### src/rtl/sri_to_axilite_if.sv
// Bundle of the SRI request/response signals and the AXI4-Lite master signals
// carried by sri_to_axilite.
//
// Modports:
//   master - the bridge side: takes SRI requests and drives the AXI-Lite
//            master channels (AW, W, AR valids/payloads, B/R readies).
//   slave  - the surrounding environment: issues SRI requests and answers on
//            the AXI-Lite channels (AW/W/AR readies, B/R valids/payloads).
//
// Signal names keep their bridge-relative _i/_o suffixes so they line up with
// the bridge's documented pin list.
interface sri_to_axilite_if #(
  parameter int unsigned SRI_ADDR_WIDTH = 20,
  parameter int unsigned AXI_ADDR_WIDTH = 32,
  parameter int unsigned DATA_WIDTH     = 64
);
  localparam int unsigned STRB_WIDTH = DATA_WIDTH / 8;

  // SRI side
  logic                      sri_en_i;
  logic                      sri_we_i;
  logic [SRI_ADDR_WIDTH-1:0] sri_addr_i;
  logic [DATA_WIDTH-1:0]     sri_wdata_i;
  logic [STRB_WIDTH-1:0]     sri_be_i;
  logic                      sri_busy_o;
  logic                      sri_done_o;
  logic [DATA_WIDTH-1:0]     sri_rdata_o;
  logic                      sri_error_o;

  // AXI4-Lite write address / data / response
  logic [AXI_ADDR_WIDTH-1:0] m_awaddr_o;
  logic                      m_awvalid_o;
  logic                      m_awready_i;
  logic [DATA_WIDTH-1:0]     m_wdata_o;
  logic [STRB_WIDTH-1:0]     m_wstrb_o;
  logic                      m_wvalid_o;
  logic                      m_wready_i;
  logic [1:0]                m_bresp_i;
  logic                      m_bvalid_i;
  logic                      m_bready_o;

  // AXI4-Lite read address / data
  logic [AXI_ADDR_WIDTH-1:0] m_araddr_o;
  logic                      m_arvalid_o;
  logic                      m_arready_i;
  logic [DATA_WIDTH-1:0]     m_rdata_i;
  logic [1:0]                m_rresp_i;
  logic                      m_rvalid_i;
  logic                      m_rready_o;

  modport master (
    input  sri_en_i, sri_we_i, sri_addr_i, sri_wdata_i, sri_be_i,
    output sri_busy_o, sri_done_o, sri_rdata_o, sri_error_o,
    output m_awaddr_o, m_awvalid_o,
    input  m_awready_i,
    output m_wdata_o, m_wstrb_o, m_wvalid_o,
    input  m_wready_i,
    input  m_bresp_i, m_bvalid_i,
    output m_bready_o,
    output m_araddr_o, m_arvalid_o,
    input  m_arready_i,
    input  m_rdata_i, m_rresp_i, m_rvalid_i,
    output m_rready_o
  );

  modport slave (
    output sri_en_i, sri_we_i, sri_addr_i, sri_wdata_i, sri_be_i,
    input  sri_busy_o, sri_done_o, sri_rdata_o, sri_error_o,
    input  m_awaddr_o, m_awvalid_o,
    output m_awready_i,
    input  m_wdata_o, m_wstrb_o, m_wvalid_o,
    output m_wready_i,
    output m_bresp_i, m_bvalid_i,
    input  m_bready_o,
    input  m_araddr_o, m_arvalid_o,
    output m_arready_i,
    output m_rdata_i, m_rresp_i, m_rvalid_i,
    input  m_rready_o
  );
endinterface

### src/rtl/sri_to_axilite.sv
// SRI initiator to AXI4-Lite master bridge.
//
// Each single-beat SRI request accepted while idle becomes exactly one
// AXI4-Lite read or write. Only one transaction is ever in flight; further
// requests are ignored until the bridge returns to idle. Completion is a
// one-cycle sri_done_o pulse with read data and an error flag (response not
// OKAY) that stay held until the next completion. There is no timeout: a
// slave that never responds keeps the bridge busy.
//
// Ports:
//   clk_i   - clock
//   rstn_i  - asynchronous active-low reset; drops every valid/ready at once
//             and discards an in-flight request without a done pulse
//   bus     - sri_to_axilite_if.master: SRI request/response plus the
//             AW, W, B, AR and R AXI4-Lite master channels
//
// Parameters:
//   SRI_ADDR_WIDTH - SRI byte address width
//   AXI_ADDR_WIDTH - AXI address width, must be >= SRI_ADDR_WIDTH
//   DATA_WIDTH     - data width on both sides, must be a multiple of 8
//   ADDR_BASE      - offset added to every (zero-extended) SRI address
//
// The bus interface must be instantiated with the same width parameters.
module sri_to_axilite #(
  parameter int unsigned               SRI_ADDR_WIDTH = 20,
  parameter int unsigned               AXI_ADDR_WIDTH = 32,
  parameter int unsigned               DATA_WIDTH     = 64,
  parameter logic [AXI_ADDR_WIDTH-1:0] ADDR_BASE      = '0
) (
  input logic               clk_i,
  input logic               rstn_i,
  sri_to_axilite_if.master  bus
);

  localparam int unsigned STRB_WIDTH = DATA_WIDTH / 8;

  typedef enum logic [2:0] {
    StIdle,
    StWr,
    StWrResp,
    StRdAddr,
    StRdData,
    StDone
  } state_e;

  state_e                    state_q, state_d;
  logic [AXI_ADDR_WIDTH-1:0] addr_q, addr_d;
  logic [DATA_WIDTH-1:0]     wdata_q, wdata_d;
  logic [STRB_WIDTH-1:0]     wstrb_q, wstrb_d;
  logic [DATA_WIDTH-1:0]     rdata_q, rdata_d;
  logic                      error_q, error_d;
  // Per-channel completion of the AW and W handshakes within one write.
  logic                      aw_done_q, aw_done_d;
  logic                      w_done_q, w_done_d;

  logic                      awvalid, wvalid, bready, arvalid, rready;
  logic                      aw_hs, w_hs;

  // Valids and readies decode straight from registered state, so reset
  // clears them immediately and they cannot glitch on slave inputs.
  assign awvalid = (state_q == StWr) & ~aw_done_q;
  assign wvalid  = (state_q == StWr) & ~w_done_q;
  assign bready  = (state_q == StWrResp);
  assign arvalid = (state_q == StRdAddr);
  assign rready  = (state_q == StRdData);

  assign aw_hs = awvalid & bus.m_awready_i;
  assign w_hs  = wvalid & bus.m_wready_i;

  // Next-state logic
  always_comb begin
    state_d   = state_q;
    addr_d    = addr_q;
    wdata_d   = wdata_q;
    wstrb_d   = wstrb_q;
    rdata_d   = rdata_q;
    error_d   = error_q;
    aw_done_d = aw_done_q;
    w_done_d  = w_done_q;

    unique case (state_q)
      StIdle: begin
        if (bus.sri_en_i) begin
          // Sum wraps modulo 2^AXI_ADDR_WIDTH.
          addr_d    = ADDR_BASE + AXI_ADDR_WIDTH'(bus.sri_addr_i);
          wdata_d   = bus.sri_wdata_i;
          wstrb_d   = bus.sri_be_i;
          aw_done_d = 1'b0;
          w_done_d  = 1'b0;
          state_d   = bus.sri_we_i ? StWr : StRdAddr;
        end
      end

      StWr: begin
        if (aw_hs) aw_done_d = 1'b1;
        if (w_hs)  w_done_d  = 1'b1;
        // AW and W may finish in either order or together.
        if ((aw_done_q | aw_hs) & (w_done_q | w_hs)) begin
          state_d = StWrResp;
        end
      end

      StWrResp: begin
        if (bus.m_bvalid_i) begin
          error_d = (bus.m_bresp_i != 2'b00);
          state_d = StDone;
        end
      end

      StRdAddr: begin
        if (bus.m_arready_i) state_d = StRdData;
      end

      StRdData: begin
        if (bus.m_rvalid_i) begin
          // Data is returned even on an error response.
          rdata_d = bus.m_rdata_i;
          error_d = (bus.m_rresp_i != 2'b00);
          state_d = StDone;
        end
      end

      StDone: begin
        state_d = StIdle;
      end

      default: begin
        state_d = StIdle;
      end
    endcase
  end

  // State registers
  always_ff @(posedge clk_i or negedge rstn_i) begin
    if (!rstn_i) begin
      state_q   <= StIdle;
      addr_q    <= '0;
      wdata_q   <= '0;
      wstrb_q   <= '0;
      rdata_q   <= '0;
      error_q   <= 1'b0;
      aw_done_q <= 1'b0;
      w_done_q  <= 1'b0;
    end else begin
      state_q   <= state_d;
      addr_q    <= addr_d;
      wdata_q   <= wdata_d;
      wstrb_q   <= wstrb_d;
      rdata_q   <= rdata_d;
      error_q   <= error_d;
      aw_done_q <= aw_done_d;
      w_done_q  <= w_done_d;
    end
  end

  // SRI outputs
  assign bus.sri_busy_o  = (state_q != StIdle);
  assign bus.sri_done_o  = (state_q == StDone);
  assign bus.sri_rdata_o = rdata_q;
  assign bus.sri_error_o = error_q;

  // AXI outputs; one address register serves both AW and AR since only one
  // of them is ever valid.
  assign bus.m_awaddr_o  = addr_q;
  assign bus.m_awvalid_o = awvalid;
  assign bus.m_wdata_o   = wdata_q;
  assign bus.m_wstrb_o   = wstrb_q;
  assign bus.m_wvalid_o  = wvalid;
  assign bus.m_bready_o  = bready;
  assign bus.m_araddr_o  = addr_q;
  assign bus.m_arvalid_o = arvalid;
  assign bus.m_rready_o  = rready;

endmodule
### src/flat_wrapper.sv
// flat-port wrapper written by rule: the top's interface ports become plain ports
module sri_to_axilite_flat 
#(
  parameter int unsigned               SRI_ADDR_WIDTH = 20,
  parameter int unsigned               AXI_ADDR_WIDTH = 32,
  parameter int unsigned               DATA_WIDTH     = 64,
  parameter logic [AXI_ADDR_WIDTH-1:0] ADDR_BASE      = '0
)
  (clk_i, rstn_i, bus_sri_en_i, bus_sri_we_i, bus_sri_addr_i, bus_sri_wdata_i, bus_sri_be_i, bus_sri_busy_o, bus_sri_done_o, bus_sri_rdata_o, bus_sri_error_o, bus_m_awaddr_o, bus_m_awvalid_o, bus_m_awready_i, bus_m_wdata_o, bus_m_wstrb_o, bus_m_wvalid_o, bus_m_wready_i, bus_m_bresp_i, bus_m_bvalid_i, bus_m_bready_o, bus_m_araddr_o, bus_m_arvalid_o, bus_m_arready_i, bus_m_rdata_i, bus_m_rresp_i, bus_m_rvalid_i, bus_m_rready_o);
  sri_to_axilite_if #(.SRI_ADDR_WIDTH(SRI_ADDR_WIDTH), .AXI_ADDR_WIDTH(AXI_ADDR_WIDTH), .DATA_WIDTH(DATA_WIDTH)) bus_i ();
  input logic clk_i;
  input logic rstn_i;
  input wire logic [$bits(bus_i.sri_en_i)-1:0] bus_sri_en_i;
  input wire logic [$bits(bus_i.sri_we_i)-1:0] bus_sri_we_i;
  input wire logic [$bits(bus_i.sri_addr_i)-1:0] bus_sri_addr_i;
  input wire logic [$bits(bus_i.sri_wdata_i)-1:0] bus_sri_wdata_i;
  input wire logic [$bits(bus_i.sri_be_i)-1:0] bus_sri_be_i;
  output wire logic [$bits(bus_i.sri_busy_o)-1:0] bus_sri_busy_o;
  output wire logic [$bits(bus_i.sri_done_o)-1:0] bus_sri_done_o;
  output wire logic [$bits(bus_i.sri_rdata_o)-1:0] bus_sri_rdata_o;
  output wire logic [$bits(bus_i.sri_error_o)-1:0] bus_sri_error_o;
  output wire logic [$bits(bus_i.m_awaddr_o)-1:0] bus_m_awaddr_o;
  output wire logic [$bits(bus_i.m_awvalid_o)-1:0] bus_m_awvalid_o;
  input wire logic [$bits(bus_i.m_awready_i)-1:0] bus_m_awready_i;
  output wire logic [$bits(bus_i.m_wdata_o)-1:0] bus_m_wdata_o;
  output wire logic [$bits(bus_i.m_wstrb_o)-1:0] bus_m_wstrb_o;
  output wire logic [$bits(bus_i.m_wvalid_o)-1:0] bus_m_wvalid_o;
  input wire logic [$bits(bus_i.m_wready_i)-1:0] bus_m_wready_i;
  input wire logic [$bits(bus_i.m_bresp_i)-1:0] bus_m_bresp_i;
  input wire logic [$bits(bus_i.m_bvalid_i)-1:0] bus_m_bvalid_i;
  output wire logic [$bits(bus_i.m_bready_o)-1:0] bus_m_bready_o;
  output wire logic [$bits(bus_i.m_araddr_o)-1:0] bus_m_araddr_o;
  output wire logic [$bits(bus_i.m_arvalid_o)-1:0] bus_m_arvalid_o;
  input wire logic [$bits(bus_i.m_arready_i)-1:0] bus_m_arready_i;
  input wire logic [$bits(bus_i.m_rdata_i)-1:0] bus_m_rdata_i;
  input wire logic [$bits(bus_i.m_rresp_i)-1:0] bus_m_rresp_i;
  input wire logic [$bits(bus_i.m_rvalid_i)-1:0] bus_m_rvalid_i;
  output wire logic [$bits(bus_i.m_rready_o)-1:0] bus_m_rready_o;
  assign bus_i.sri_en_i = bus_sri_en_i;
  assign bus_i.sri_we_i = bus_sri_we_i;
  assign bus_i.sri_addr_i = bus_sri_addr_i;
  assign bus_i.sri_wdata_i = bus_sri_wdata_i;
  assign bus_i.sri_be_i = bus_sri_be_i;
  assign bus_sri_busy_o = bus_i.sri_busy_o;
  assign bus_sri_done_o = bus_i.sri_done_o;
  assign bus_sri_rdata_o = bus_i.sri_rdata_o;
  assign bus_sri_error_o = bus_i.sri_error_o;
  assign bus_m_awaddr_o = bus_i.m_awaddr_o;
  assign bus_m_awvalid_o = bus_i.m_awvalid_o;
  assign bus_i.m_awready_i = bus_m_awready_i;
  assign bus_m_wdata_o = bus_i.m_wdata_o;
  assign bus_m_wstrb_o = bus_i.m_wstrb_o;
  assign bus_m_wvalid_o = bus_i.m_wvalid_o;
  assign bus_i.m_wready_i = bus_m_wready_i;
  assign bus_i.m_bresp_i = bus_m_bresp_i;
  assign bus_i.m_bvalid_i = bus_m_bvalid_i;
  assign bus_m_bready_o = bus_i.m_bready_o;
  assign bus_m_araddr_o = bus_i.m_araddr_o;
  assign bus_m_arvalid_o = bus_i.m_arvalid_o;
  assign bus_i.m_arready_i = bus_m_arready_i;
  assign bus_i.m_rdata_i = bus_m_rdata_i;
  assign bus_i.m_rresp_i = bus_m_rresp_i;
  assign bus_i.m_rvalid_i = bus_m_rvalid_i;
  assign bus_m_rready_o = bus_i.m_rready_o;
  sri_to_axilite #(.SRI_ADDR_WIDTH(SRI_ADDR_WIDTH), .AXI_ADDR_WIDTH(AXI_ADDR_WIDTH), .DATA_WIDTH(DATA_WIDTH), .ADDR_BASE(ADDR_BASE)) u_core (.clk_i(clk_i), .rstn_i(rstn_i), .bus(bus_i));
endmodule
### config.mk
export PLATFORM = sky130hd
export DESIGN_NAME = sri_to_axilite_flat
export DESIGN_NICKNAME = d
export VERILOG_FILES = /design/src/rtl/sri_to_axilite_if.sv /design/src/rtl/sri_to_axilite.sv /design/src/flat_wrapper.sv
export SDC_FILE = /design/constraint.sdc
export NUM_CORES = 1
export LEC_CHECK = 0
export ABC_AREA = 1
export CELL_PAD_IN_SITES_DETAIL_PLACEMENT = 1
export CELL_PAD_IN_SITES_GLOBAL_PLACEMENT = 1
export CORE_UTILIZATION = 24
export DETAILED_ROUTE_END_ITERATION = 12
export MAX_ROUTING_LAYER = met4
export PLACE_DENSITY_LB_ADDON = 0.1
export REMOVE_ABC_BUFFERS = 1
export SLEW_MARGIN = 20
export SYNTH_ARGS = -nofsm -noshare
export SYNTH_HDL_FRONTEND = slang
export SYNTH_SLANG_ARGS = --single-unit
### constraint.sdc
create_clock -name clk_i -period 1.35 [get_ports clk_i]
set_input_delay 0.405 -clock clk_i [delete_from_list [all_inputs] [get_ports clk_i]]
set_output_delay 0.405 -clock clk_i [all_outputs]
set_load 0.01 [all_outputs]
# Word-level counts from Yosys, hierarchy flattened
# Index checks and enable logic that the tools add are counted.
# word_totals
out_inout_bits	208
register_bits	162
wordCells	56
inputBits	169
# op_classes
eq_ne	12
reduce_logical	12
mux	15
bitwise_logic	9
# op_table
op	count
2-to-1 mux 3 bit	5
one-hot mux 3 bit (5 select lines)	1
AND reduction 3 bit	3
!= test 2 bit, second input constant	4
nonzero test 2 bit	4
== test 3 x 2 -> 1 bit, second input constant	2
== test 3 bit, second input constant	2
!= test 2 x 1 -> 1 bit, second input constant	3
one-hot mux 1 bit (2 select lines)	3
AND 1 bit	5
2-to-1 mux 1 bit	5
AND reduction 5 bit	1
AND reduction 2 bit	2
== test 3 x 1 -> 1 bit, second input constant	1
zero test 3 bit	1
nonzero test 3 bit	1
2-to-1 mux 2 bit	1
inverter 1 bit	2
OR 1 bit	2

# Depth between registers and ports, before layout
# Gate-level depths: netlist (run 1).
# depth
word_depth	7
ltp_mapped	9
depth_no_buf	7

# Least setup slack after synthesis (run 1)
# OpenSTA, ideal clock, no wires.
# synth_timing
path_type	register to output
startpoint	register u_core.state_q[2]
endpoint	output bus_m_wvalid_o
arrival_time_ns	1.024
required_time_ns	0.945
stages_incl_launch_ff	5
setup_slack_ns	-0.079
path_cell_list	dfrtp_1 buf_2 nor2_1 nand2_1 nor2_1
# synth_via
elab_chain_len	2
# synth_lines
item	line	source
start, declared	sri_to_axilite.sv:46	state_e state_q, state_d;
start signal, assigned	sri_to_axilite.sv:136	state_q <= StIdle;
start signal, assigned	sri_to_axilite.sv:145	state_q <= state_d;
== test 3 x 1 -> 1 bit	sri_to_axilite.sv:62	assign wvalid = (state_q == StWr) & ~w_done_q;
AND 1 bit	sri_to_axilite.sv:62	
end, declared	flat_wrapper.sv:27	output wire logic [$bits(bus_i.m_wvalid_o)-1:0] bus_m_wvalid_o;
# Every way passes these cells.

# Worst setup path after layout (run 1)
# layout_timing
startpoint	register u_core.state_q[1]
endpoint	output bus_m_awvalid_o
# layout_via
elab_chain_len	2
# layout_lines
item	line	source
== test 3 x 1 -> 1 bit	sri_to_axilite.sv:61	assign awvalid = (state_q == StWr) & ~aw_done_q;
AND 1 bit	sri_to_axilite.sv:61	
end, declared	flat_wrapper.sv:23	output wire logic [$bits(bus_i.m_awvalid_o)-1:0] bus_m_awvalid_o;
# Every way passes these cells.

==> flow_summary.rst, run 1 <==
.. list-table::
   :header-rows: 1

   * - Metric
     - Value
   * - Int Power
     - 20.6 mW
   * - Overflow left after global routing
     - 0
   * - Cell types with the largest area share after synthesis
     - sky130_fd_sc_hd__dfrtp_1 (60%), sky130_fd_sc_hd__nand2_1 (23%), sky130_fd_sc_hd__buf_4 (6.3%), sky130_fd_sc_hd__nand3_1 (5.3%), sky130_fd_sc_hd__buf_2 (1.3%)
   * - Category of the critical setup timing path
     - flop to output port
   * - Hold Path Class
     - input port to asynchronous set/reset pin
   * - Power Dens Cells
     - 2260 mW/mm2
   * - Clock power frac
     - between 10 and 15%
   * - DR WL/cell
     - roughly 19 um
   * - Arrival time at the worst endpoint
     - 1.37 ns
   * - Final Max Tran Viols
     - 0
   * - Die Ht
     - 170 um
   * - Post-route total power
     - between 30 and 40 mW
   * - Iteration count of the initial detailed-routing pass
     - 4
   * - Number of max-cap violations
     - 0
   * - Total of warnings raised by yosys
     - 0
   * - Root buffer cell
     - sky130_fd_sc_hd__clkbuf_16
   * - Detailed-route wire length
     - 32.4 mm
   * - Clock slew seen by the registers of the worst setup and hold paths
     - 0.07 ns
   * - DR DRC count
     - 0
   * - Sequential Power Share
     - between 20% and 30%
   * - Hold violation count in the final report
     - 0
   * - Worst Hold Margin
     - 0.375 ns
   * - Critical path required time
     - 0.95 ns
   * - Placed Cells
     - about 1500
   * - Clk Latency, worst-skew pair
     - around 0.43 ns
   * - Starting Density
     - 24.4%
   * - Worst-case vdd ir drop
     - 1000 uV
   * - Area Growth Syn to Fin
     - 118%
   * - Sum of net half-perimeters after detailed placement
     - 17.5 mm
   * - Clock tree from TritonCTS
     - built
   * - Cell with the most instances after synthesis
     - sky130_fd_sc_hd__nand2_1
   * - First-pass GRT wire length
     - between 40 and 50 mm
   * - Cell area after placement
     - 0.0107 mm2
   * - Peak fanout along the critical path
     - 4
   * - Layout Utilization
     - 53.1%
   * - Cell taking the most area after synthesis
     - sky130_fd_sc_hd__dfrtp_1
   * - Number of design-rule violations left by the first detailed-router iteration
     - ~240
   * - Routability congestion estimate
     - between 0.7 and 0.8
   * - Share of final-layout standard cells stronger than drive strength 1
     - 55.9%
   * - Count of final setup violators
     - between 200 and 300
   * - P_leak
     - 7.47 nW
   * - Count of buffers inserted at the top-level ports
     - 352
   * - Cell Area, Synth
     - slightly below 0.007 mm2
   * - Count of cells along the worst register-to-register path
     - 9
   * - Failing checks
     - setup timing
   * - Outcome
     - finished with violations
   * - All-layer global routing usage
     - 20.6%
   * - Ratio of routed vias to standard cells
     - 4.29
   * - Top-area cell type share of the netlist area
     - 60.0%
   * - Kind of capture point of the worst setup path
     - output port
   * - CP startpoint kind
     - flop
   * - Post-layout min period
     - 1.78 ns
   * - Horizontal die dimension
     - approximately 170 um
   * - Number of antenna-violating nets in the routed design
     - 0
   * - Highest Clock Rate
     - 0.562 GHz
   * - Post-synthesis sequential area ratio
     - 60.0%
   * - Post-Layout Cell Count
     - roughly 1700
   * - Max Buffers Root-to-Sink
     - 2
   * - Count of cell types in the netlist
     - 20
   * - Post-synthesis cell count
     - roughly 780
   * - Mean instance size in the synthesized netlist
     - 8.68 um2
   * - Crit share post-route
     - 132%
   * - Pin count of the biggest net entering global routing
     - 57
   * - CTS Sinks
     - between 150 and 200
   * - Routed vias
     - 7350
   * - Top cells by count, synth
     - sky130_fd_sc_hd__nand2_1 (419), sky130_fd_sc_hd__dfrtp_1 (162), sky130_fd_sc_hd__nand3_1 (71)
   * - Final worst setup slack
     - -0.430 ns
   * - Total non-filler cell area in the finished layout
     - 0.0147 mm2
   * - Share of power burned in combinational logic
     - 58.6%
   * - Number of top-level design ports
     - 377
   * - Net count of the finished layout
     - 1492
   * - Area of the die
     - between 0.02 and 0.03 mm2
   * - Number of global-route vias before repair
     - between 7000 and 8000
   * - RSZ-0062 raised after global routing
     - yes
   * - Area of the core region
     - 0.0277 mm2
   * - Count of H-tree levels built during CTS
     - 4
   * - Setup Skew
     - about 0.016 ns
   * - Net load switching power
     - 12.7 mW
   * - TritonCTS buffer count
     - 17
   * - Share of total power consumed by net switching
     - 38.1%
   * - Post-synth top flop
     - sky130_fd_sc_hd__dfrtp_1
   * - Initial antenna violation count
     - 2
   * - Number of enable flip-flop cells after synthesis
     - 0
   * - Standard-cell rows
     - 61
   * - Fraction of synthesis flops using an asynchronous set or reset pin
     - 100%
   * - Flop and latch count out of synthesis
     - 162
[power by group through the flow]
stage	clock network (mW)	registers, mW	logic [mW]
6_report	4.87	8.89	19.5
5_1_grt	5.19	9.13	20.8
4_1_cts	4.99	8.60	14.9
3_5_place_dp	0	8.51	11.9
3_3_place_gp	0	8.46	11.8
2_1_floorplan	0	9.57	3.04
[logic make-up (layout without fill, tap and decap cells)]
kind of cell,Yosys count,count (layout),synth area share (%)
AOI/OAI and AO/OA,7,7,0.537
buffers and inverters,101,634,9.56
DFF,162,162,60.0
other,1,26,0.0555
and+or+nand+nor,507,508,29.8
[critical path: stages, from the launching register on]
cell	delay, ns
sky130_fd_sc_hd__dfrtp_2	0.47
sky130_fd_sc_hd__nor2_4	0.14
sky130_fd_sc_hd__nand2_2	0.10
sky130_fd_sc_hd__nor2_1	0.10
sky130_fd_sc_hd__buf_2	0.15
[repair_timing]
item | CTS | global route
endpoints found under the setup margin | 346 | 346
hold endpoints to repair | 12 | 0
setup buffers | 87 | 82
resized for setup | 1010 | 346
hold buffers | 1 | 0
pin swaps | 27 | 83
gates cloned | 23 | 18
[worst paths after layout]
path | to | slack, ns | from
setup / recovery | bus_m_awvalid_o | -0.43 | u_core.state_q[1]
hold / removal | u_core.bus.m_wdata_o[34] | 0.37 | rstn_i
min in group clk_i | u_core.bus.sri_rdata_o[54] | 0.44 | bus_m_rvalid_i
setup reg to reg | u_core.bus.m_wdata_o[17] | -0.28 | u_core.state_q[0]
hold reg to reg | u_core.bus.sri_rdata_o[33] | 0.49 | u_core.bus.sri_rdata_o[33]
max in group asynchronous | u_core.bus.m_araddr_o[17] | 0.38 | rstn_i
[flip-flops by register name, indices dropped and copies added (netlist names)]
| register | flops |
|---|---|
| u_core.aw_done_q | 1 |
| u_core.bus.m_araddr_o | 20 |
| u_core.bus.m_wdata_o | 64 |
| u_core.bus.m_wstrb_o | 8 |
| u_core.bus.sri_error_o | 1 |
| u_core.bus.sri_rdata_o | 64 |
| u_core.state_q | 3 |
| u_core.w_done_q | 1 |
[area by class of cell]
cell class / instances / area, um2
antenna: 2 / 5.00
clock buffer: 19 / 443
clock inverter: 12 / 125
fill: 3024 / 13000
inverter: 14 / 88.8
multi-input combinational: 539 / 3430
sequential: 162 / 4060
tap: 378 / 473
timing repair buffer: 587 / 6060
timing repair inverter: 2 / 32.5
[cell usage in the layout, fill, tap and decap left out, types with 2 or more instances in the layout]
cell type                         synthesis  layout
sky130_fd_sc_hd__a21oi_1                  2       2
sky130_fd_sc_hd__buf_12                   0      25
sky130_fd_sc_hd__buf_16                   0      16
sky130_fd_sc_hd__buf_2                   18      83
sky130_fd_sc_hd__buf_4                   57     142
sky130_fd_sc_hd__buf_6                    4     131
sky130_fd_sc_hd__buf_8                    0       9
sky130_fd_sc_hd__clkbuf_16                0      30
sky130_fd_sc_hd__clkdlybuf4s50_1          0     166
sky130_fd_sc_hd__clkinv_8                 0       2
sky130_fd_sc_hd__clkinvlp_4               0       5
sky130_fd_sc_hd__conb_1                   1      24
sky130_fd_sc_hd__dfrtp_1                162     158
sky130_fd_sc_hd__dfrtp_2                  0       4
sky130_fd_sc_hd__diode_2                  0       2
sky130_fd_sc_hd__inv_1                   12      10
sky130_fd_sc_hd__inv_4                    0       2
sky130_fd_sc_hd__inv_6                    0       4
sky130_fd_sc_hd__inv_8                    0       2
sky130_fd_sc_hd__nand2_1                419     179
sky130_fd_sc_hd__nand2_2                  1     156
sky130_fd_sc_hd__nand2_4                  0      84
sky130_fd_sc_hd__nand2_8                  0       2
sky130_fd_sc_hd__nand3_1                 71      38
sky130_fd_sc_hd__nand3_2                  0      31
sky130_fd_sc_hd__nand3_4                  0       2
sky130_fd_sc_hd__nand4_1                  2       2
sky130_fd_sc_hd__nor2_1                  10       4
sky130_fd_sc_hd__nor2_2                   0       4
sky130_fd_sc_hd__nor2_4                   1       3
sky130_fd_sc_hd__o21ai_0                  3       2
[per-layer routing]
metal | part of all wire [%] | vias up | global-route usage, %
met4 | 1.3 | 0 | 4.07
li1 | - | 3442 | -
met3 | 8.7 | 25 | 7.63
met1 | 38 | 3608 | 23.4
met5 | 0 | - | -
met2 | 52 | 275 | 34.7
[stage by stage]
step	TNS, ns	setup WS (ns)
after floorplan	-331.42	-2.68
after global placement	-60.83	-0.509
after detailed placement	-61.46	-0.525
after CTS	-48.04	-0.445
after global routing	-56.61	-0.490
final	-40.79	-0.430
(Power assumes the default switching activity.)
==> inputs of run 2 (changes only) <==
==> constraint.sdc (replaced) <==
create_clock -name clk_i -period 1.35 [get_ports clk_i]
set_input_delay 0.2025 -clock clk_i [delete_from_list [all_inputs] [get_ports clk_i]]
set_output_delay 0.2025 -clock clk_i [all_outputs]
set_load 0.05 [all_outputs]
==> flow_summary.rst, run 2 (synthesis results as in run 1) <==
.. list-table::
   :header-rows: 1

   * - Metric
     - Value
   * - Setup Skew
     - 0.0199 ns (+0.00423 ns)
   * - Net count of the finished layout
     - 1324 (-11%)
   * - Area of the die
     - 0.0288 mm2 (unchanged)
   * - Die Ht
     - 170 um (unchanged)
   * - Share of final-layout standard cells stronger than drive strength 1
     - 30.0% (-26 points)
   * - Peak fanout along the critical path
     - 4 (unchanged)
   * - Pin count of the biggest net entering global routing
     - 39 (-32%)
   * - CTS Sinks
     - 162 (unchanged)
   * - Post-route total power
     - 40.9 mW (+23%)
   * - Post-Layout Cell Count
     - 1547 (-9.8%)
   * - Initial antenna violation count
     - 2 (unchanged)
   * - DR DRC count
     - 0 (unchanged)
   * - Post-layout min period
     - 1.66 ns (-0.121 ns)
   * - RSZ-0062 raised after global routing
     - yes
   * - Worst-case vdd ir drop
     - 1080 uV (+8.4%)
   * - Horizontal die dimension
     - 170 um (unchanged)
   * - Number of buffer and inverter instances along the worst setup path
     - 3 (+2)
   * - P_leak
     - 6.69 nW (-10%)
   * - Number of global-route vias before repair
     - 6941 (-7.8%)
   * - Area of the core region
     - 0.0277 mm2 (unchanged)
   * - Ratio of routed vias to standard cells
     - 4.17 (-2.7%)
   * - Detailed-route wire length
     - 26.7 mm (-18%)
   * - Kind of capture point of the worst setup path
     - output port
   * - Critical path required time
     - 1.15 ns (+0.20 ns)
   * - Count of buffers inserted at the top-level ports
     - 352 (unchanged)
   * - TritonCTS buffer count
     - 17 (unchanged)
   * - Launch point of the worst path
     - u_core.state_q[1]
   * - Commonest non-fill, non-tap cell in the layout
     - sky130_fd_sc_hd__nand2_1
   * - Starting Density
     - 24.4% (unchanged)
   * - Crit share post-route
     - 123% (-8.9 points)
   * - Area Growth Syn to Fin
     - 105%
   * - CP Cell Sequence
     - buf_6 -> nor3_2 -> buf_4 -> buf_12
   * - Placed Cells
     - 1483 (-0.27%)
   * - CP startpoint kind
     - flop
   * - Category of the critical setup timing path
     - flop to output port
   * - Final Max Tran Viols
     - 0 (unchanged)
   * - Arrival time at the worst endpoint
     - 1.46 ns (+0.09 ns)
   * - Highest Clock Rate
     - 0.603 GHz (+7.3%)
   * - Number of max-cap violations
     - 0 (unchanged)
   * - Crit-path slowest cell
     - sky130_fd_sc_hd__dfrtp_2
   * - Root buffer cell
     - sky130_fd_sc_hd__clkbuf_16
   * - Clock tree from TritonCTS
     - built
   * - Number of antenna-violating nets in the routed design
     - 0 (unchanged)
   * - Total non-filler cell area in the finished layout
     - 0.0138 mm2 (-6.0%)
   * - Count of H-tree levels built during CTS
     - 4 (unchanged)
   * - Routability congestion estimate
     - 0.759 (+4.7%)
   * - Layout Utilization
     - 49.9% (-3.2 points)
   * - Standard-cell rows
     - 61 (unchanged)
   * - Outcome
     - finished with violations
   * - Number of design-rule violations left by the first detailed-router iteration
     - 237 (-1.7%)
   * - Routed vias
     - 6448 (-12%)
   * - Final worst setup slack
     - -0.309 ns (+0.121 ns)
   * - Worst reg2reg path startpoint
     - u_core.state_q[1]
   * - Setup WS pre-CTS
     - -0.0997 ns (+0.425 ns)
   * - Worst Hold Margin
     - 0.268 ns (-0.107 ns)
   * - Clk Latency, worst-skew pair
     - 0.42 ns (about the same)
   * - Commonest cells after routing, fill and taps aside
     - sky130_fd_sc_hd__nand2_1 (372), sky130_fd_sc_hd__buf_12 (198), sky130_fd_sc_hd__clkdlybuf4s50_1 (166), sky130_fd_sc_hd__dfrtp_1 (159), sky130_fd_sc_hd__nand3_1 (70)
   * - Max Buffers Root-to-Sink
     - 2 (unchanged)
   * - DR WL/cell
     - 17.3 um (-8.6%)
   * - Failing checks
     - setup timing
   * - Clock slew seen by the registers of the worst setup and hold paths
     - 0.07 ns (about the same)
   * - Family with the most delay on the worst path
     - flip-flops
   * - Count of final setup violators
     - 165 (-42%)
   * - Final total negative setup slack
     - -20.40 ns (+20.39 ns)
   * - Overflow left after global routing
     - 0 (unchanged)
   * - Hold violation count in the final report
     - 0 (unchanged)
   * - Cell area after placement
     - 0.0125 mm2 (+17%)
   * - Sum of net half-perimeters after detailed placement
     - 18.8 mm (+7.6%)
   * - CP peak stage delay
     - 0.46 ns (about the same)
   * - Iteration count of the initial detailed-routing pass
     - 4 (unchanged)
   * - Number of top-level design ports
     - 377 (unchanged)
   * - Power Dens Cells
     - 2960 mW/mm2 (+31%)
   * - All-layer global routing usage
     - 19.1% (-1.5 points)
   * - Hold Path Class
     - input port to asynchronous set/reset pin
   * - First-pass GRT wire length
     - 40.4 mm (-7.6%)
run 2: final timing paths:
| path | to | slack (ns) | cells past startpoint |
|---|---|---|---|
| max in group asynchronous | u_core.bus.sri_rdata_o[29] | 0.54 | 3 |
| worst max register to register | u_core.bus.sri_rdata_o[48] | -0.24 | 10 |
| worst min register to register | u_core.bus.sri_rdata_o[20] | 0.53 | 2 |
| worst min-delay path | u_core.bus.m_wdata_o[36] | 0.27 | 2 |
| worst max-delay path | bus_sri_done_o | -0.31 | 4 |
| min in group clk_i | u_core.state_q[2] | 0.28 | 4 |
run 2: what timing repair did:
action,in CTS,in global routing
endpoints found under the setup margin,56,169
buffers inserted,10,10
hold buffers,1,0
cloned,6,4
pin swaps,4,6
resized for setup,38,65
endpoints found under the hold margin,27,0
run 2: final cells by class:
type | count | area [um2]
timing repair buffer | 422 | 6330
sequential | 162 | 4060
fill | 2991 | 13900
multi-input combinational | 538 | 2350
inverter | 14 | 67.6
clock buffer | 18 | 429
tap | 378 | 473
clock inverter | 13 | 128
antenna | 2 | 5.00
run 2: metal layers:
layer | global-route usage [%] | share of wire, %
met5 | - | 0
met4 | 3.96 | 0.69
met3 | 7.91 | 9.7
met2 | 31.1 | 49
met1 | 21.9 | 41
run 2: where the power goes:
| group | switching, mW | leakage (nW) | internal, mW |
|---|---|---|---|
| sequential | 2.82 | 2.02 | 7.12 |
| combinational | 13.8 | 4.41 | 12.4 |
| clock | 2.20 | 0.257 | 2.57 |
| total | 18.8 | 6.69 | 22.0 |
==> RTL edit 1 (config.mk and constraints of run 1) <==
`SRI_ADDR_WIDTH` is set to 20 in 3 places; all go to 30.
--- a/src/rtl/sri_to_axilite_if.sv
+++ b/src/rtl/sri_to_axilite_if.sv
@@ -10,7 +10,7 @@
 // Signal names keep their bridge-relative _i/_o suffixes so they line up with
 // the bridge's documented pin list.
 interface sri_to_axilite_if #(
-  parameter int unsigned SRI_ADDR_WIDTH = 20,
+  parameter int unsigned SRI_ADDR_WIDTH = 30,
   parameter int unsigned AXI_ADDR_WIDTH = 32,
   parameter int unsigned DATA_WIDTH     = 64
 );
--- a/src/rtl/sri_to_axilite.sv
+++ b/src/rtl/sri_to_axilite.sv
@@ -22,7 +22,7 @@
 //
 // The bus interface must be instantiated with the same width parameters.
 module sri_to_axilite #(
-  parameter int unsigned               SRI_ADDR_WIDTH = 20,
+  parameter int unsigned               SRI_ADDR_WIDTH = 30,
   parameter int unsigned               AXI_ADDR_WIDTH = 32,
   parameter int unsigned               DATA_WIDTH     = 64,
   parameter logic [AXI_ADDR_WIDTH-1:0] ADDR_BASE      = '0
--- a/src/flat_wrapper.sv
+++ b/src/flat_wrapper.sv
@@ -1,7 +1,7 @@
 // flat-port wrapper written by rule: the top's interface ports become plain ports
 module sri_to_axilite_flat 
 #(
-  parameter int unsigned               SRI_ADDR_WIDTH = 20,
+  parameter int unsigned               SRI_ADDR_WIDTH = 30,
   parameter int unsigned               AXI_ADDR_WIDTH = 32,
   parameter int unsigned               DATA_WIDTH     = 64,
   parameter logic [AXI_ADDR_WIDTH-1:0] ADDR_BASE      = '0
Interface: changed (resized bus_sri_addr_i); port bits go from 377 to 387. The function was not compared with the original's and may differ.
==> RTL edit 1 against run 1 <==
- setup slack worse by 0.012 ns
- area after synthesis is 7.2% higher
- wire length is 5.7% lower
- total power is 16% lower
- final area is 15% lower
- clock power is 4% higher
- synthesized cell count is 5.5% higher
- largest power group unchanged
- count of clock-buffer cells in the layout is 1 lower
- cell count is 4.1% lower
- clock skew is 0.0062 ns lower
- core utilization is 11 points lower
- critical path depth stayed put
- sequential cell count is 10 higher
- the run still ends with negative setup slack left
==> RTL edit 1: results (changes against run 1) <==
synthesis:
  synth_seq_area_share_pct: 59.5  # was 60.0%
  postSynthCellCount: 821  # was 778
  post_synth_num_cell_types: 19  # was 20
  synth-compound-area-share_pct: 7.47  # was 0.537%
  synth_flop_cell: "dfrtp_1"  # unchanged
  synth_top_cells_by_count: "351 x nand2_1, 172 x dfrtp_1, 101 x o21ai_0"  # was 419 x nand2_1, 162 x dfrtp_1, 71 x nand3_1
  synthTopCellsByArea: "dfrtp_1 59%, nand2_1 18%, o21ai_0 7.0%, nand3_1 5.0%, buf_4 4.9%"  # was dfrtp_1 60%, nand2_1 23%, buf_4 6.3%, nand3_1 5.3%, buf_2 1.3%
grt:
  grt_pass1_vias: 7355  # was 7531
  antenna_found_initial: 1  # was 2
  grt_max_degree: 46  # was 57
  grt_pass1_wl_mm: 44.3  # was 43.7 mm
  globalRouteTotalUtil_pct: 19.6  # was 20.6%
layout:
  finalNetCount: 1417  # was 1492
  finish.cell_count_without_fillers: 1645  # was 1715
  finish.instance_area_sq_mm: 0.0126  # was 0.0147 sq mm
  drive_above_1_share_pct: 28.9  # was 55.9%
  filler_cell_count: 3416  # was 3024
setup_path:
  data_arrival_time_of_the_critical_path_ns: 1.39  # was 1.37 ns
  critical_path_fanout_max: 3  # was 4
  reg2reg_depth: 11  # was 9
  critical-path-max-stage-delay_ns: 0.44  # was 0.47 ns
  rr_startpoint: "u_core.state_q[1]"  # was u_core.state_q[0]
  worstReg2RegEnd: "u_core.bus.m_wdata_o[5]"  # was u_core.bus.m_wdata_o[17]
drt:
  viasPerCell: 4.35  # was 4.29
  drt_wl_total_mm: 30.6  # was 32.4 mm
  drtIter0Drc: 308  # was 241
power:
  p_comb_mw: 13.8  # was 19.5 mW
  total_switching_power_mw: 10.7  # was 12.7 mW
  pwr_density_cell_mw_per_mm2: 2220  # was 2260 mW/mm^2
  ir_worst_vdd_mv: 0.727  # was 1.00 mV
  leakagePower_nw: 6.37  # was 7.47 nW
  share_of_total_power_in_sequential_cells_pct: 32.5  # was 26.7%
placement:
  detailedPlace.worstSlack_ns: -0.463  # was -0.525 ns
  port_buffers: 382  # was 352
  dpl_wire_length_mm: 19.8  # was 17.5 mm
  postPlaceCellArea_sq_mm: 0.0115  # was 0.0107 sq mm
  gpl.final_weighted_congestion: 0.787  # was 0.725
  placed_cells: 1553  # was 1487
sta:
  setup_viol_count_final: 320  # was 284
  hold_ws_ns: 0.413  # was 0.375 ns
  final_critical_path_setup_slack_ns: -0.441  # was -0.430 ns
  fin_worst_skew_ns: 0.00947  # was 0.0157 ns
  totalNegativeSetupSlack_ns: -40.81  # was -40.79 ns
outcome:
  failed_checks: "negative setup slack"  # unchanged
  status: "finished, violations left"  # unchanged
clocking:
  postCtsSetupRepairBufs: 31  # was 87
  cts.repair.resized: 969  # was 1010
-- RTL edit 1: changes by cell type in the layout (fill, tap and decap cells not counted), sizes merged, moves of 2 or more --
cell / change
nand2: -68
clkdlybuf4s50: +10
clkbuf: -6
diode: +2
dfrtp: +10
conb: -20
o21ai: +102
inv: +3
buf: -109
clkinvlp: -4
-- RTL edit 1: final cells by class --
type,count,area share (%)
Inverter,12,0.358
Clock buffer,18,3.41
Tap cell,390,3.88
Sequential cell,172,34.3
Timing Repair Buffer,484,37.8
Clock inverter,14,1.18
Antenna cell,4,0.0796
Multi-Input combinational cell,551,19.0
-- RTL edit 1: routing by layer --
layer / global-route usage, % / part of all wire (%) / vias to the layer above / wire [um]
li1: - / - / 3420 / -
met1: 23.7 / 41 / 3449 / 12600
met2: 30.4 / 48 / 273 / 14700
met3: 7.49 / 9.7 / 18 / 2970
met4: 5.22 / 0.93 / 0 / 284
met5: - / 0 / - / 0
==> RTL edit 2 (flow settings as in run 1) <==
Without the edit above. `addr_q`, `wdata_q` and `rdata_q` no longer have a reset.
--- a/src/rtl/sri_to_axilite.sv
+++ b/src/rtl/sri_to_axilite.sv
@@ -134,23 +134,23 @@
   always_ff @(posedge clk_i or negedge rstn_i) begin
     if (!rstn_i) begin
       state_q   <= StIdle;
-      addr_q    <= '0;
-      wdata_q   <= '0;
       wstrb_q   <= '0;
-      rdata_q   <= '0;
       error_q   <= 1'b0;
       aw_done_q <= 1'b0;
       w_done_q  <= 1'b0;
     end else begin
       state_q   <= state_d;
-      addr_q    <= addr_d;
-      wdata_q   <= wdata_d;
       wstrb_q   <= wstrb_d;
-      rdata_q   <= rdata_d;
       error_q   <= error_d;
       aw_done_q <= aw_done_d;
       w_done_q  <= w_done_d;
     end
+  end
+
+  always_ff @(posedge clk_i) begin
+    addr_q  <= addr_d;
+    wdata_q <= wdata_d;
+    rdata_q <= rdata_d;
   end
 
   // SRI outputs
Behaviour: not the same (Yosys sat finds a counterexample within 4 cycles, from zero or initial values and one cycle with rstn_i low).
==> RTL edit 2 against run 1 <==
- the run still ends with negative setup slack left
- wire length shrank 45%
- worst hold slack lost 0.068 ns
- sequential cell count is the same
- area after synthesis shrank 18%
- final area shrank 32%
- setup slack gained 0.041 ns
- core utilization shrank 8.9 points
- synthesized cell count shrank 63%
Power is not compared: it rests on default switching activity, and its combinational part moved more than twofold at a synthesized area within 25%.
==> RTL edit 2: results (changes against run 1) <==
outcome:
  status: "finished, violations left"  # unchanged
  failed_checks: "negative setup slack"  # unchanged
layout:
  multi_input_gate_share_of_the_layout_cell_area_pct: 5.27  # was 23.3%
  num-nonclk-buffers: 421  # was 587
  drive_above_1_share_pct: 43.7  # was 55.9%
  nonClockInverterCount: 11  # was 16
  seq_share_pct: 48.1  # was 27.6%
  finish.cell_count_without_fillers: 1007  # was 1715
  multi_input_cells: 96  # was 539
drt:
  drtIter0Drc: 144  # was 241
  met3WireLength_mm: 1.86  # was 2.82 mm
  viasPerCell: 3.96  # was 4.29
synthesis:
  post_synth_num_cell_types: 22  # was 20
  synth_seq_area_share_pct: 86.9  # was 60.0%
  number_of_synthesized_flops_with_an_enable_pin: 148  # was 0
  synth_top_cells_by_count: "148 x edfxtp_1, 44 x buf_4, 38 x nand2_1"  # was 419 x nand2_1, 162 x dfrtp_1, 71 x nand3_1
  synthesis.area_per_instance_sq_um: 19.0  # was 8.68 sq um
grt:
  antenna_found_initial: 1  # was 2
  grt_max_degree: 23  # was 57
  met1_routing_resource_usage_after_global_routing_pct: 16.5  # was 23.4%
  grt_pass1_vias: 4100  # was 7531
sta:
  final_critical_path_setup_slack_ns: -0.389  # was -0.430 ns
  setup_viol_count_final: 226  # was 284
placement:
  postPlaceCellArea_sq_mm: 0.00940  # was 0.0107 sq mm
  dpl_wire_length_mm: 12.9  # was 17.5 mm
  detailedPlace.worstSlack_ns: -0.477  # was -0.525 ns
clocking:
  cts.repair.resized: 790  # was 1010
setup_path:
  critical-path-max-stage-delay_ns: 0.44  # was 0.47 ns
[RTL edit 2: worst reg2reg max path, stage by stage (launching register included)]
cell       delay [ns]
dfrtp_2          0.44
buf_4            0.16
inv_4            0.06
nand3_4          0.08
buf_6            0.13
nor2_4           0.19
buf_6            0.19
clkbuf_16        0.15
[RTL edit 2: cells by family (layout without fill, tap and decap cells)]
family	count (synthesis)	after routing
flops	162	162
other cells	1	25
buf+inv	56	463
simple gates	66	66
compound gates	6	6
[RTL edit 2: worst paths after layout]
kind	startpoint	end
max	u_core.state_q[1]	bus_m_wvalid_o
max in group asynchronous	rstn_i	u_core.state_q[2]
min reg2reg	u_core.bus.m_wstrb_o[7]	u_core.bus.m_wstrb_o[7]
min in group clk_i	u_core.bus.m_wstrb_o[7]	u_core.bus.m_wstrb_o[7]
min	rstn_i	u_core.bus.m_wstrb_o[2]
max reg2reg	u_core.state_q[1]	u_core.bus.sri_rdata_o[11]
